$ cat src/rtl/fir_mac_mc.sv
// fir_mac_mc: multi-channel, time-multiplexed FIR filter with one shared MAC.
module fir_mac_mc #(
  parameter int DATA_W   = 16,
  parameter int COEFF_W  = 16,
  parameter int TAPS     = 7,
  parameter int CHANNELS = 2,
  parameter int GUARD    = 6,
  localparam int OUT_W   = DATA_W + COEFF_W + GUARD,
  localparam int CH_W    = (CHANNELS > 1) ? $clog2(CHANNELS) : 1,
  localparam int TA_W    = (TAPS > 1) ? $clog2(TAPS) : 1
) (
  input  logic               clk,
  input  logic               rst,
  input  logic               in_valid,
  output logic               in_ready,
  input  logic [DATA_W-1:0]  in_data,
  input  logic [CH_W-1:0]    in_ch,
  input  logic               coef_we,
  input  logic [TA_W-1:0]    coef_addr,
  input  logic [COEFF_W-1:0] coef_data,
  output logic               out_valid,
  output logic [OUT_W-1:0]   out_data,
  output logic [CH_W-1:0]    out_ch
);

  localparam int PROD_W = DATA_W + COEFF_W;

  typedef enum logic [1:0] {
    IDLE,
    MAC,
    OUT
  } state_t;

  state_t                     state_q, state_d;
  logic signed [DATA_W-1:0]   x_q [CHANNELS][TAPS];
  logic signed [DATA_W-1:0]   x_d [CHANNELS][TAPS];
  logic signed [COEFF_W-1:0]  h_q [TAPS];
  logic signed [COEFF_W-1:0]  h_d [TAPS];
  logic [CH_W-1:0]            ch_q, ch_d;
  logic [TA_W-1:0]            k_q, k_d;
  logic [OUT_W-1:0]           acc_q, acc_d;
  logic                       out_valid_q, out_valid_d;
  logic [OUT_W-1:0]           out_data_q, out_data_d;
  logic [CH_W-1:0]            out_ch_q, out_ch_d;
  logic signed [PROD_W-1:0]   prod;

  assign in_ready  = (state_q == IDLE) && !rst;
  assign out_valid = out_valid_q;
  assign out_data  = out_data_q;
  assign out_ch    = out_ch_q;

  always_comb begin
    state_d     = state_q;
    x_d         = x_q;
    h_d         = h_q;
    ch_d        = ch_q;
    k_d         = k_q;
    acc_d       = acc_q;
    out_valid_d = out_valid_q;
    out_data_d  = out_data_q;
    out_ch_d    = out_ch_q;
    prod        = x_q[ch_q][k_q] * h_q[k_q];

    case (state_q)
      IDLE: begin
        // Coefficient write lands on the same edge as an acceptance, so the
        // pass that follows already sees the new value.
        if (coef_we && (int'(coef_addr) < TAPS)) begin
          h_d[coef_addr] = coef_data;
        end
        if (in_valid && (int'(in_ch) < CHANNELS)) begin
          for (int unsigned k = 1; k < TAPS; k++) begin
            x_d[in_ch][k] = x_q[in_ch][k-1];
          end
          x_d[in_ch][0] = in_data;
          ch_d          = in_ch;
          k_d           = '0;
          acc_d         = '0;
          state_d       = MAC;
        end
      end
      MAC: begin
        acc_d = acc_q + {{GUARD{prod[PROD_W-1]}}, prod};
        k_d   = k_q + TA_W'(1);
        if (k_q == TA_W'(TAPS - 1)) begin
          out_data_d  = acc_d;
          out_ch_d    = ch_q;
          out_valid_d = 1'b1;
          state_d     = OUT;
        end
      end
      OUT: begin
        out_valid_d = 1'b0;
        state_d     = IDLE;
      end
      default: begin
        state_d = IDLE;
      end
    endcase
  end

  always_ff @(posedge clk) begin
    if (rst) begin
      state_q     <= IDLE;
      x_q         <= '{default: '0};
      h_q         <= '{default: '0};
      ch_q        <= '0;
      k_q         <= '0;
      acc_q       <= '0;
      out_valid_q <= 1'b0;
      out_data_q  <= '0;
      out_ch_q    <= '0;
    end else begin
      state_q     <= state_d;
      x_q         <= x_d;
      h_q         <= h_d;
      ch_q        <= ch_d;
      k_q         <= k_d;
      acc_q       <= acc_d;
      out_valid_q <= out_valid_d;
      out_data_q  <= out_data_d;
      out_ch_q    <= out_ch_d;
    end
  end

endmodule
$ cat config.mk
export PLATFORM = sky130hd
export DESIGN_NAME = fir_mac_mc
export DESIGN_NICKNAME = d
export VERILOG_FILES = /design/src/rtl/fir_mac_mc.sv
export SDC_FILE = /design/constraint.sdc
export NUM_CORES = 2
export LEC_CHECK = 0
export ABC_AREA = 1
export CAP_MARGIN = 20
export CORE_ASPECT_RATIO = 1.25
export CORE_MARGIN = 10
export CORE_UTILIZATION = 40
export CTS_BUF_LIST = sky130_fd_sc_hd__clkbuf_4
export CTS_CLUSTER_DIAMETER = 60
export DETAILED_ROUTE_END_ITERATION = 8
export GPL_TIMING_DRIVEN = 0
export PLACE_DENSITY_LB_ADDON = 0.05
export SLEW_MARGIN = 10
export SYNTH_ARGS = -nofsm -noshare
export SYNTH_HDL_FRONTEND = slang
export SYNTH_SLANG_ARGS = --single-unit
$ cat constraint.sdc
create_clock -name clk -period 18.7 [get_ports clk]
set_clock_uncertainty 0.15 [all_clocks]
set_input_delay 3.74 -clock clk [delete_from_list [all_inputs] [get_ports clk]]
set_output_delay 3.74 -clock clk [all_outputs]
set_load 0.005 [all_outputs]
==> out/results.txt <==
Tmin final - 10.35 ns
Layout cells sized above 1 - 0.07942
Post-CTS setup repair buffer count - 0
Routed vias - 28,630
Cell Count, Final, Fillers Out - 5,404
R2R Setup Slk - 8.35 ns
FF+latch count, synth - 420
Syn Nets - 4,577
Area share of fa/ha/maj cells after synthesis - 0.2252
CTS Sinks - 420
Setup WS post-layout - 8.350 ns
Slew margin rel. - 0.2992
Main combinational cell family by area after synthesis - adder cells
Pin count of the biggest net entering global routing - 20
Worst r2r dst - out_data[37]
Total Routing Usage GR - 0.2731
Total power - 4.579 mW
Period Utilization, post-route - 0.5535
Number of gates resized after CTS - 0
Post-placement cell count - 5,200
Cells on worst reg2reg path - 37
CTS root buf - clkbuf_4
Core area - 0.07469 sq mm
Fin area - 0.03362 sq mm
Wire per inst - 22.08 um
Hold depth - 2
PortBufs - 79
Post-Syn Area - 0.03016 sq mm
Critical path's slowest cell - clkbuf_1
HP Class - reg2reg
Mapped Cells - 4,152
Worst-Skew Late Latency - 0.96 ns
Synthesis Warnings - 0
Pins Over Slew Limit - 0
DR iter-0 viols - 2,375
Slew at the pin closest to its max-slew limit - 1.051 ns
Final setup vio count - 0
Residual DRC - 0
Crit-path max cell delay - 0.82 ns
DP HPWL - 94.63 mm
Final net count - 4,772
IO Count - 81
Status - finished, final reports clean
FP Rows - 112
Element type at the critical path start - register
Die W - 265.6 um
Worst vdd ir - 0.1575 mV
Number of flops mapped to enable cells by yosys - 0
Synth Area in Compound Gates - 0.1870
XOR/XNOR Fraction of Synth Area - 0.01161
Hold path startpoint - out_data[2]
Max FO, Critical Path - 10
Syn Area/Cell - 7.265 sq um
First-pass GRT wire length - 179.7 mm
Hold Vio Cnt, Final - 0
Multi-input combinational cell area - 0.01834 sq mm
CP Capture Type - register
Initial antenna violation count - 3
Post-layout util - 0.4501
Min-Delay Endpoint - out_data[2]
RSZ-0062 raised after global routing - no
Leading register cell type out of synthesis - dfxtp_1
Placer Congestion - 0.9908
Fillers - 7,974
Arr. time, crit path - 11.04 ns
Die area - 0.08686 sq mm
Number of max-cap violations - 0
Hold_ws - 0.3119 ns
Drt total wl - 119.3 mm
# hold bufs at CTS - 0
Post-synthesis simple-gate area fraction - 0.1841
Ys async rst share - 0
Initial core utilization - 0.4038
GRT Residual Overflow - 0
Setup CP Type - reg2reg
Area taken by flip-flops and latches - 0.008408 sq mm
Register area share after synthesis - 0.2787
CTS Buffer Depth - 3
Pre-antenna DRT Iters - 6
H-tree depth - 3
Worst slack at placement - 8.392 ns
Multiplexer share of the synthesized area - 0
Number of global-route vias before repair - 29,090
Lkg Pwr - 15.36 nW
Clk pin slew, worst setup/hold paths - 0.07 ns
Cts bufs inserted - 114
CTS tree - done
Cell Area, Placed - 0.03217 sq mm
Max Fclk - 0.09662 GHz
Routed via count divided by cell count - 5.298
Area Overhead vs Synth - 11.46%
PwrDens - 136.2 mW/mm^2
Setup TNS - 0 ns
CP most frequent cell - nand2_1
Worst R2R Start - k_q[2]
Yosys cell types - 50
Die Y - 327.0 um
Post-route ant nets - 0
CP Data Required Time - 19.39 ns
[state kept, by name, indices dropped and copies added, names as in the netlist]
| signal | count |
|---|---|
| x_q | 224 |
| h_q | 112 |
| acc_q | 38 |
| out_data | 38 |
| k_q | 3 |
| state_q | 2 |
| ch_q | 1 |
| out_ch | 1 |
| out_valid | 1 |
[area by class of cell]
class,count,area share
flip-flops and latches,420,0.2501
well taps,969,0.03606
clock inverters,30,0.004875
inverters,653,0.07298
multi-input cells,2876,0.5454
clock buffers,171,0.03818
repair buffers,79,0.02352
diodes,3,0.0002233
plain buffers,203,0.02873
[how the worst max path moves through the flow]
| stage | start | end | slack [ns] | depth (start not counted) |
|---|---|---|---|---|
| floorplan | rst | in_ready | 10.60 | 3 |
| finish | k_q[2] | out_data[37] | 8.35 | 37 |
| CTS | k_q[2] | out_data[37] | 8.38 | 36 |
| global placement | k_q[2] | out_data[37] | 8.41 | 36 |
| detailed placement | k_q[2] | out_data[37] | 8.39 | 36 |
| global route | k_q[2] | out_data[37] | 7.87 | 36 |
[worst max-delay path, delay by kind of cell, from the launching register on]
| family | cells | cell delay (ns) |
|---|---|---|
| XOR/XNOR | 1 | 0.37 |
| adder cells (fa/ha/maj) | 8 | 3.70 |
| buffers and inverters | 9 | 1.86 |
| AO/OA/AOI/OAI | 2 | 0.90 |
| flip-flops | 1 | 0.29 |
| AND/OR/NAND/NOR | 17 | 2.96 |
[power by group]
part           switching (mW)  total (mW)  internal (mW)
registers              0.0419       0.999          0.957
clock network           0.429       0.849          0.419
logic                    1.86        2.73          0.868
[cells by family after synthesis]
kind of cell	count (synthesis)
DFF	420
xor gates and xnor gates	40
adders and majority gates	385
buffers and inverters	856
and+or+nand+nor	1371
AOI/OAI and AO/OA	1080
[per-layer routing]
| metal | share of wire | routed length [um] | GRT usage | vias up |
|---|---|---|---|---|
| li1 | - | - | - | 13630 |
| met1 | 0.40 | 47300 | 0.3201 | 13790 |
| met2 | 0.49 | 57870 | 0.4678 | 943 |
| met3 | 0.062 | 7355 | 0.04820 | 258 |
| met4 | 0.057 | 6769 | 0.1500 | 0 |
| met5 | 0 | 0 | 0 | - |
[cell usage after synthesis (13+ instances only)]
cell type  instances  area (sq um)
a21oi_1          439          2197
buf_2             67         335.3
buf_4             13         97.59
clkbuf_1         112         420.4
dfxtp_1          420          8408
fa_1             263          5265
ha_1             122          1526
inv_1            632          2372
inv_2             18         67.56
nand2_1          601          2256
nand2_2           27         168.9
nand3_1          108         540.5
nand4_1           14         87.58
nor2_1           570          2140
o21ai_0          548          2743
xnor2_1           13         113.9
xor2_1            27         236.5
[layout by cell type, fill, tap and decap left out, types with 112 or more instances in the layout]
| cell type | n |
|---|---|
| inv_1 | 632 |
| nand2_1 | 601 |
| nor2_1 | 570 |
| o21ai_0 | 548 |
| a21oi_1 | 439 |
| dfxtp_1 | 420 |
| fa_1 | 263 |
| clkbuf_4 | 171 |
| ha_1 | 122 |
| clkbuf_1 | 112 |
Note: power is estimated with default switching activity, not from simulation.
